`src/rtl/clint_mh.sv`:
```
// Multi-hart core-local interruptor: shared prescaled 64-bit mtime, per-hart mtimecmp/MSIP.
// Optional CLINT_MTIME_LATCH_EN: MTIME-low read snapshots mtime[63:32] for a tear-free MTIME-high read.
module clint_mh #(
   parameter int unsigned NHART   = 2,
   parameter logic [31:0] BASE    = 32'h0200_0000,
   parameter int unsigned PRESC_W = 8
) (
   input  logic             clk,
   input  logic             resetb,
   input  logic             timer_en,
   input  logic             wready,
   output logic             wvalid,
   input  logic [31:0]      waddr,
   input  logic [31:0]      wdata,
   input  logic [3:0]       wstrb,
   input  logic             rready,
   output logic             rvalid,
   input  logic [31:0]      raddr,
   output logic             rresp,
   output logic             rerr,
   output logic [31:0]      rdata,
   output logic [NHART-1:0] timer_irq,
   output logic [NHART-1:0] sw_irq,
   output logic [NHART-1:0] ex_irq
);

   localparam logic [31:0] OFF_MTIMECMP = 32'h0000_4000;
   localparam logic [31:0] OFF_PRESC    = 32'h0000_BFF0;
   localparam logic [31:0] OFF_MTIME_LO = 32'h0000_BFF8;
   localparam logic [31:0] OFF_MTIME_HI = 32'h0000_BFFC;

   logic [63:0]        mtime, mtime_nxt;
   logic [PRESC_W-1:0] presc, presc_nxt;
   logic [PRESC_W-1:0] cnt, cnt_nxt;
   logic [63:0]        cmp     [NHART];
   logic [63:0]        cmp_nxt [NHART];
   logic [NHART-1:0]   sw_nxt, ex_nxt, tirq_nxt;
   logic [31:0]        woff, roff, rval;
   logic               rmap;

`ifdef CLINT_MTIME_LATCH_EN
   logic [31:0]        mtime_hi_shadow;
`endif

   assign wvalid = 1'b1;
   assign rvalid = 1'b1;

   function automatic logic [31:0] merge(input logic [31:0] old, input logic [31:0] nw,
                                         input logic [3:0] strb);
      merge = old;
      for (int unsigned b = 0; b < 4; b++)
         if (strb[b]) merge[8*b +: 8] = nw[8*b +: 8];
   endfunction

   // Next-state for all writable state; an MTIME write overrides the tick
   always_comb begin
      woff      = waddr - BASE;
      mtime_nxt = mtime;
      presc_nxt = presc;
      cnt_nxt   = cnt;
      sw_nxt    = sw_irq;
      ex_nxt    = ex_irq;
      for (int unsigned h = 0; h < NHART; h++) cmp_nxt[h] = cmp[h];

      if (timer_en) begin
         if (cnt == presc) begin
            cnt_nxt   = '0;
            mtime_nxt = mtime + 64'd1;
         end else begin
            cnt_nxt = cnt + 1'b1;
         end
      end

      if (wready) begin
         for (int unsigned h = 0; h < NHART; h++) begin
            if (woff == 32'(4*h)) begin
               if (wstrb[0]) sw_nxt[h] = wdata[0];
               if (wstrb[2]) ex_nxt[h] = wdata[16];
            end
            if (woff == OFF_MTIMECMP + 32'(8*h))
               cmp_nxt[h][31:0] = merge(cmp[h][31:0], wdata, wstrb);
            if (woff == OFF_MTIMECMP + 32'(8*h) + 32'd4)
               cmp_nxt[h][63:32] = merge(cmp[h][63:32], wdata, wstrb);
         end
         if (woff == OFF_PRESC) begin
            for (int unsigned i = 0; i < PRESC_W; i++)
               if (wstrb[i/8]) presc_nxt[i] = wdata[i];
            cnt_nxt = '0;
         end
         if (woff == OFF_MTIME_LO) begin
            mtime_nxt = {mtime[63:32], merge(mtime[31:0], wdata, wstrb)};
            cnt_nxt   = '0;
         end
         if (woff == OFF_MTIME_HI) begin
            mtime_nxt = {merge(mtime[63:32], wdata, wstrb), mtime[31:0]};
            cnt_nxt   = '0;
         end
      end

      for (int unsigned h = 0; h < NHART; h++) tirq_nxt[h] = (mtime_nxt >= cmp_nxt[h]);
   end

   // Read mux works on pre-edge register contents (read-before-write)
   always_comb begin
      roff = raddr - BASE;
      rval = '0;
      rmap = 1'b0;
      for (int unsigned h = 0; h < NHART; h++) begin
         if (roff == 32'(4*h)) begin
            rmap = 1'b1;
            rval = {15'd0, ex_irq[h], 15'd0, sw_irq[h]};
         end
         if (roff == OFF_MTIMECMP + 32'(8*h)) begin
            rmap = 1'b1;
            rval = cmp[h][31:0];
         end
         if (roff == OFF_MTIMECMP + 32'(8*h) + 32'd4) begin
            rmap = 1'b1;
            rval = cmp[h][63:32];
         end
      end
      if (roff == OFF_PRESC) begin
         rmap = 1'b1;
         rval = 32'(presc);
      end
      if (roff == OFF_MTIME_LO) begin
         rmap = 1'b1;
         rval = mtime[31:0];
      end
      if (roff == OFF_MTIME_HI) begin
         rmap = 1'b1;
`ifdef CLINT_MTIME_LATCH_EN
         rval = mtime_hi_shadow;
`else
         rval = mtime[63:32];
`endif
      end
   end

   always_ff @(posedge clk) begin
      if (!resetb) begin
         mtime     <= '0;
         presc     <= '0;
         cnt       <= '0;
         sw_irq    <= '0;
         ex_irq    <= '0;
         timer_irq <= '0;
         rresp     <= 1'b0;
         rerr      <= 1'b0;
         rdata     <= '0;
         for (int unsigned h = 0; h < NHART; h++) cmp[h] <= '1;
      end else begin
         mtime     <= mtime_nxt;
         presc     <= presc_nxt;
         cnt       <= cnt_nxt;
         sw_irq    <= sw_nxt;
         ex_irq    <= ex_nxt;
         timer_irq <= tirq_nxt;
         rresp     <= rready;
         rerr      <= rready && !rmap;
         if (rready) rdata <= rval;
         for (int unsigned h = 0; h < NHART; h++) cmp[h] <= cmp_nxt[h];
      end
   end

`ifdef CLINT_MTIME_LATCH_EN
   always_ff @(posedge clk) begin
      if (!resetb)
         mtime_hi_shadow <= '0;
      else if (rready && roff == OFF_MTIME_LO)
         mtime_hi_shadow <= mtime[63:32];
   end
`endif

endmodule

```
`config.mk`:
```
export PLATFORM = sky130hd
export DESIGN_NAME = clint_mh
export DESIGN_NICKNAME = d
export VERILOG_FILES = /design/src/rtl/clint_mh.sv
export SDC_FILE = /design/constraint.sdc
export NUM_CORES = 1
export LEC_CHECK = 0
export ABC_CLOCK_PERIOD_IN_PS = 8500
export BUFFER_PORTS_ARGS = -buffer_cell sky130_fd_sc_hd__buf_2
export CAP_MARGIN = 20
export CORE_UTILIZATION = 35
export CTS_BUF_LIST = sky130_fd_sc_hd__clkbuf_8
export DETAILED_ROUTE_END_ITERATION = 10
export MAX_ROUTING_LAYER = met4
export PLACE_DENSITY = 0.63
export SETUP_SLACK_MARGIN = 0.15
export SYNTH_ARGS = -nofsm -noshare
export SYNTH_HDL_FRONTEND = slang
export SYNTH_SLANG_ARGS = --single-unit
```
`constraint.sdc`:
```
create_clock -name clk -period 8.5 [get_ports clk]
set_clock_uncertainty 0.1 [all_clocks]
set_input_delay 1.275 -clock clk [delete_from_list [all_inputs] [get_ports clk]]
set_output_delay 1.275 -clock clk [all_outputs]
set_load 0.02 [all_outputs]
```
==> summary.md, run 1 <==
| Metric | Value |
|---|---|
| Worst-Margin Slew | `1.16 ns` |
| CP Capture Type | `flop` |
| Required @ worst endpoint | `8.91 ns` |
| Nets | `2121` |
| Total track usage | `27.0%` |
| Post-Layout Inst Area | `17600 um^2` |
| CTS root buf | `clkbuf_8` |
| Top-area cell type share of the netlist area | `32.6%` |
| Peak VDD IR | `80.9 uV` |
| CP cell instances | `buf_2 > nor3b_2 > nand2_1 > or4_1 > buf_4 > nand2_1 > nor3_1 > a211o_1 > ha_1 > a21oi_1 > nor2_1 > a211o_1 > a221o_1 > a211oi_1 > o221ai_1 > a22oi_1 > o21ai_1` |
| Mean Syn Cell Area | `8.65 um^2` |
| Area grow syn2layout | `15.4%` |
| Layout filler cell count | `4368` |
| Final setup fails | `0` |
| HP Class | `reg -> reg` |
| Full die area | `44300 um^2` |
| CP max stage cell | `or4_1` |
| # clock sinks | `248` |
| Fmax | `161 MHz` |
| Pleak | `8.10 nW` |
| Cell Pwr Density | `151 nW/um^2` |
| Vias in the first global route | `14.8k` |
| Cell Rows | `76` |
| Routed wire per std cell | `23.5 um` |
| Synthesized area | `15200 um^2` |
| Gr ovfl total | `0` |
| H-tree levels | `2` |
| Largest area contributor in the netlist | `dfxtp_1` |
| First-pass GRT wire length | `88700 um` |
| Rel. slew slack | `22.2%` |
| Post-CTS Resized | `0` |
| Number of enable flip-flop cells after synthesis | `0` |
| Overall power | `2.64 mW` |
| Register bit count reported by yosys | `248` |
| Starting Density | `35.4%` |
| DR DRC count | `0` |
| Max incr delay on CP | `0.91 ns` |
| Final wirelength | `59100 um` |
| Via Count | `15.4k` |
| Ranking of synthesized cells by area | `dfxtp_1 (33%), ha_1 (11%), mux2i_1 (8.9%)` |
| Die width | `211 um` |
| Post-route ant nets | `0` |
| Crit start category | `input port` |
| Gate Count Post-Synth | `1759` |
| Final Hold Viols | `0` |
| Clock buffer depth | `3` |
| RSZ-0062 raised after global routing | `no` |
| Setup tns final | `0 ns` |
| Routability congestion estimate from global placement | `0.971` |
| Critical-path maximum fanout | `25` |
| Num CTS Buffers | `48` |
| Hold_buf cts | `0` |
| Ys async rst share | `0%` |
| Share of layout cells above drive strength 1 | `15.7%` |
| Status | `finished clean` |
| Post-synthesis cell type count | `91` |
| Worst Path Class, Setup | `in -> reg` |
| Final worst path period need | `6.21 ns` |
| Final HPWL from detailed placement | `43900 um` |
| Vias per Instance | `6.12` |
| Clk_lat worst skew | `0.63 ns` |
| Number of setup buffers added after CTS | `0` |
| Port Buffers | `144` |
| DRT Pass-1 Iters | `8` |
| Die span in y | `211 um` |
| Seq/Total Area, Yosys | `32.6%` |
| Ys flop type | `dfxtp_1` |
| CTS tree | `built` |
| Final Max Slew Viols | `0` |
| Largest net degree at the start of global routing | `87` |
| Final period util | `73.0%` |
| # IOs | `147` |
| Core area | `43000 um^2` |
| Worst-path clk slew | `0.06 ns` |
| Placed Area | `16500 um^2` |
| Crit path arrival time | `6.62 ns` |
| Iteration-0 DRC Markers | `1402` |
| Final Core Density | `40.9%` |
| Max-cap violations | `0` |
| Syn. warnings | `0` |
| Min Hold Slack | `0.406 ns` |
| Initial antenna violation count | `3` |
layout by cell type (no fill, tap or decap), types with 12 or more instances in the layout:
cell	Yosys	final
a21o_1	28	28
nand2_1	213	213
and2_1	42	42
ha_1	130	130
o211a_1	15	15
o221ai_1	24	24
o21a_1	14	14
a221oi_1	40	40
inv_1	25	36
nor4_1	19	18
o21ai_0	62	62
nand3_1	72	72
nor2_1	126	123
buf_4	3	17
buf_2	5	143
and4_1	12	12
and3_1	26	25
a21oi_1	97	97
nand4_1	39	39
a211oi_1	16	16
nor3_1	58	57
a31oi_1	17	17
clkbuf_8	0	65
mux2i_1	136	136
a222oi_1	26	26
dfxtp_1	248	248
metrics by stage:
step | worst slack, ns | instances
final | 2.29 | 2512
after global routing | 2.15 | 2511
after CTS | 2.49 | 2509
after detailed placement | 1.79 | 2421
after global placement | 1.92 | 2421
after floorplan | 3.34 | 1760
worst paths after layout:
kind / cells after the start / slack [ns] / startpoint / end
worst max-delay path: 17 / 2.29 / waddr[1] / timer_irq[0]$_SDFF_PN0_
worst min-delay path: 2 / 0.41 / rdata[6]$_SDFFE_PN0P_ / rdata[6]$_SDFFE_PN0P_
worst max register to register: 16 / 2.82 / mtime[4]$_SDFF_PN0_ / timer_irq[0]$_SDFF_PN0_
worst min register to register: 2 / 0.41 / rdata[6]$_SDFFE_PN0P_ / rdata[6]$_SDFFE_PN0P_
cell families (layout without fill, tap and decap cells):
group                    after synthesis  after routing  synth area share (%)
buffers and inverters                110            274                  2.88
XOR/XNOR                              19             19                  1.09
adder cells (fa/ha/maj)              132            132                  10.8
other                                  1              5                0.0246
multiplexers                         140            140                  9.26
AO/OA/AOI/OAI                        421            421                  19.9
flip-flops                           248            248                  32.6
AND/OR/NAND/NOR                      688            688                  23.4
per-layer routing:
metal	GRT usage, %	vias up	routed length [um]
li1	-	6968	-
met1	34.4	7433	24700
met2	42.4	817	26900
met3	4.44	145	5420
met4	10.7	0	2100
met5	-	-	0
flip-flops by register name (all words and copies together) (netlist names), 2 cells and up:
name,count
rdata,32
ex_irq,2
presc,8
sw_irq,2
cmp,128
timer_irq,2
mtime,64
cnt,8
cell type report:
cell class	count	area [um^2]	area share [%]
multi-input cells	1402	9860	56.1
flip-flops and latches	248	4960	28.3
clock buffers	65	895	5.09
repair buffers	161	855	4.87
well taps	585	732	4.17
clock inverters	23	155	0.883
inverters	25	93.8	0.534
diodes	3	7.51	0.0427
synthesized netlist by cell type, types with 7 or more instances:
cell,count
nand3_1,72
a222oi_1,26
o211ai_1,7
xor2_1,10
and4_1,12
and2_1,42
nor2b_1,9
o31ai_1,7
nor2_1,126
o221a_2,10
ha_1,130
and3_1,26
a211oi_1,16
o21ai_0,62
a21o_1,28
a31oi_1,17
a21oi_1,97
nor4_1,19
or2_2,7
nor3_1,58
o21a_1,14
o22ai_1,8
inv_1,25
nand4_1,39
o211a_1,15
a221oi_1,40
or3_1,9
nand2_1,213
o221ai_1,24
xnor2_1,9
nand2b_1,8
clkbuf_1,71
mux2i_1,136
dfxtp_1,248
worst max-delay path, delay by kind of cell:
kind	cells	cell delay, ns
and+or+nand+nor	6	2.29
AOI/OAI and AO/OA	8	2.19
buffers and inverters	2	0.54
adders and majority gates	1	0.31
power by group:
group	internal (mW)	total (mW)	leakage, nW	switching, mW
Combinational	0.0497	0.161	5.49	0.111
Clock	0.742	1.31	0.594	0.564
Sequential	1.17	1.18	2.01	0.00627
Note: power is estimated with default switching activity, not from simulation.
==> inputs of run 2 (changes only) <==
--- a/config.mk
+++ b/config.mk
@@ -5,14 +5,14 @@
 export SDC_FILE = /design/constraint.sdc
 export NUM_CORES = 1
 export LEC_CHECK = 0
-export ABC_CLOCK_PERIOD_IN_PS = 8500
+export ABC_CLOCK_PERIOD_IN_PS = 5220
 export BUFFER_PORTS_ARGS = -buffer_cell sky130_fd_sc_hd__buf_2
 export CAP_MARGIN = 20
 export CORE_UTILIZATION = 35
 export CTS_BUF_LIST = sky130_fd_sc_hd__clkbuf_8
 export DETAILED_ROUTE_END_ITERATION = 10
 export MAX_ROUTING_LAYER = met4
-export PLACE_DENSITY = 0.63
+export PLACE_DENSITY = 0.65
 export SETUP_SLACK_MARGIN = 0.15
 export SYNTH_ARGS = -nofsm -noshare
 export SYNTH_HDL_FRONTEND = slang
==> constraint.sdc (replaced) <==
create_clock -name clk -period 5.22 [get_ports clk]
set_clock_uncertainty 0.1 [all_clocks]
set_input_delay 0.783 -clock clk [delete_from_list [all_inputs] [get_ports clk]]
set_output_delay 0.783 -clock clk [all_outputs]
set_load 0.02 [all_outputs]
==> run 2 against run 1 <==
Against the previous run: count of clock-buffer cells in the layout down 3; setup slack got worse by 2.0 ns; routed wire length rose by 1.9%; register-to-register slack lost 2.5 ns; die area did not move; combinational power increased by 68%; critical endpoint is now timer_irq[1]$_SDFF_PN0_; highest routed layer unchanged.
==> summary.md, run 2 (synthesis gave the netlist of run 1 again) <==
| Metric | Value |
|---|---|
| Status | `finished clean` |
| Final period util | `93.6%` |
| Max-cap violations | `0 (unchanged)` |
| Initial antenna violation count | `2 (-1)` |
| Cell Rows | `76 (unchanged)` |
| Area grow syn2layout | `19.0%` |
| Routed wire per std cell | `23.3 um (-0.86%)` |
| Peak VDD IR | `140 uV (+73%)` |
| Pre-CTS setup slack | `-0.219 ns (-2.01 ns)` |
| Die span in y | `211 um (unchanged)` |
| Biggest regs | `cmp: 128 flops, mtime: 64 flops, rdata: 32 flops` |
| Starting Density | `35.4% (unchanged)` |
| Rel. slew slack | `32.9% (+11 points)` |
| Max reg flops | `128 (unchanged)` |
| Largest net degree at the start of global routing | `84 (-3.4%)` |
| Most common cell after layout, fill and taps aside | `dfxtp_1` |
| CP Capture Type | `flop` |
| H-tree levels | `2 (unchanged)` |
| CTS tree | `built` |
| Worst Path Class, Setup | `reg -> reg` |
| Clk_lat worst skew | `0.62 ns (about the same)` |
| Iteration-0 DRC Markers | `1596 (+14%)` |
| Final setup fails | `0 (unchanged)` |
| RSZ-0062 raised after global routing | `no` |
| Fmax | `205 MHz` |
| Gr ovfl total | `0 (unchanged)` |
| DRT Pass-1 Iters | `6 (-2)` |
| Pleak | `8.46 nW (+4.5%)` |
| Num CTS Buffers | `46 (-4.2%)` |
| Placed Area | `17100 um^2 (+3.7%)` |
| Reg with most FFs | `cmp` |
| Final Hold Viols | `0 (unchanged)` |
| CTS root buf | `clkbuf_8` |
| Final HPWL from detailed placement | `45300 um (+3.3%)` |
| Layout filler cell count | `4344 (-0.55%)` |
| Total track usage | `27.5% (+0.55 points)` |
| R2R Setup Slk | `0.34 ns (-2.48 ns)` |
| Final WS setup | `0.336 ns (-1.96 ns)` |
| Via Count | `15.3k (-0.21%)` |
| Crit path arrival time | `5.30 ns (-1.32 ns)` |
| Final wirelength | `60300 um (+1.9%)` |
| # IOs | `147 (unchanged)` |
| Clock buffer depth | `3 (unchanged)` |
| Multi-input logic area | `9870 um^2 (+0.11%)` |
| Post-Layout Inst Area | `18100 um^2 (+3.2%)` |
| HP Class | `reg -> reg` |
| Placed cells | `2502 (+3.3%)` |
| Port Buffers | `144 (unchanged)` |
| Setup tns final | `0 ns (unchanged)` |
| Worst-Margin Slew | `1.00 ns (-0.161 ns)` |
| First-pass GRT wire length | `90100 um (+1.6%)` |
| DR DRC count | `0 (unchanged)` |
| Critical-path maximum fanout | `6 (-76%)` |
| Required @ worst endpoint | `5.64 ns (-3.27 ns)` |
| Final worst path period need | `4.88 ns` |
| Share of layout cells above drive strength 1 | `18.9% (+3.2 points)` |
| Die width | `211 um (unchanged)` |
| Non-filler cells, final | `2583 (+2.8%)` |
| Nets | `2201 (+3.8%)` |
| Core area | `43000 um^2 (unchanged)` |
| Commonest cells after routing, fill and taps aside | `dfxtp_1 (248), nand2_1 (213), buf_2 (143), mux2i_1 (136), ha_1 (130)` |
| Post-route ant nets | `0 (unchanged)` |
| Full die area | `44300 um^2 (unchanged)` |
| # clock sinks | `248 (unchanged)` |
| Vias in the first global route | `14.9k (+0.79%)` |
| Routability congestion estimate from global placement | `1.01 (+4.5%)` |
| Worst-path clk slew | `0.06 ns (about the same)` |
| Final Max Slew Viols | `0 (unchanged)` |
| Vias per Instance | `5.94 (-3.0%)` |
| Crit start category | `flop` |
| Cell Pwr Density | `230 nW/um^2 (+53%)` |
| FF/Latch Area | `4960 um^2 (unchanged)` |
-- run 2: cell types whose count changed in the layout (fill, tap and decap cells not counted), sizes merged --
| cell | change |
|---|---|
| clkbuf | -3 |
| clkinv | -2 |
| diode | -1 |
| inv | -4 |
| buf | +82 |
| bufinv | -1 |
-- run 2: stage by stage --
stage,power (mW),util (%),hold slack (ns)
floorplan,2.08,-,0.354
global placement,2.22,39.8,0.369
detailed placement,2.22,39.8,0.386
CTS,4.19,42.0,0.381
global route,4.30,42.2,0.408
finish,4.17,42.2,0.403
-- run 2: where the power goes --
| group | internal, mW | leakage (nW) | switching [mW] |
|---|---|---|---|
| registers | 1.91 | 2.01 | 0.00995 |
| clock network | 1.10 | 0.530 | 0.883 |
| logic | 0.0867 | 5.92 | 0.183 |
-- run 2: path summary, 6_finish.rpt --
kind,startpoint,to,cells past startpoint
worst min register to register,cmp[0][15]$_SDFF_PN1_,cmp[0][15]$_SDFF_PN1_,2
worst max-delay path,mtime[5]$_SDFF_PN0_,timer_irq[1]$_SDFF_PN0_,16
worst max register to register,mtime[5]$_SDFF_PN0_,timer_irq[1]$_SDFF_PN0_,16
worst min-delay path,cmp[0][15]$_SDFF_PN1_,cmp[0][15]$_SDFF_PN1_,2
-- run 2: critical path: stages, from the launching register on --
cell	delay, ns
dfxtp_1	0.46
nand3_1	0.26
or3_1	0.58
or4_1	0.67
nand2b_1	0.21
a21oi_1	0.15
nor2_1	0.10
a211oi_2	0.31
ha_1	0.31
and4_1	0.20
nand3b_1	0.17
nor4_1	0.10
o31ai_1	0.09
o21ai_0	0.17
a2111oi_1	0.53
o211ai_2	0.17
a21o_1	0.20
-- run 2: what timing repair did --
action / 4_1_cts / 5_1_grt
buffers inserted: 0 / 0
gates resized for setup: 0 / 5
hold buffers: 0 / 0
endpoints found under the setup margin: 0 / 2
-- run 2: cell type report --
class,count,share of cell area (%)
Antenna cell,2,0.0276
Multi-Input combinational cell,1402,54.5
Clock buffer,62,4.71
Timing Repair Buffer,243,8.29
Sequential cell,248,27.4
Clock inverter,16,0.525
Inverter,25,0.518
Tap cell,585,4.04
-- run 2: metal layers --
layer,up-vias,track usage [%],wire length (um)
met5,-,-,0
met4,0,10.8,2040
met3,128,6.17,5250
met2,758,42.5,27000
met1,7342,34.8,26000
li1,7103,-,-
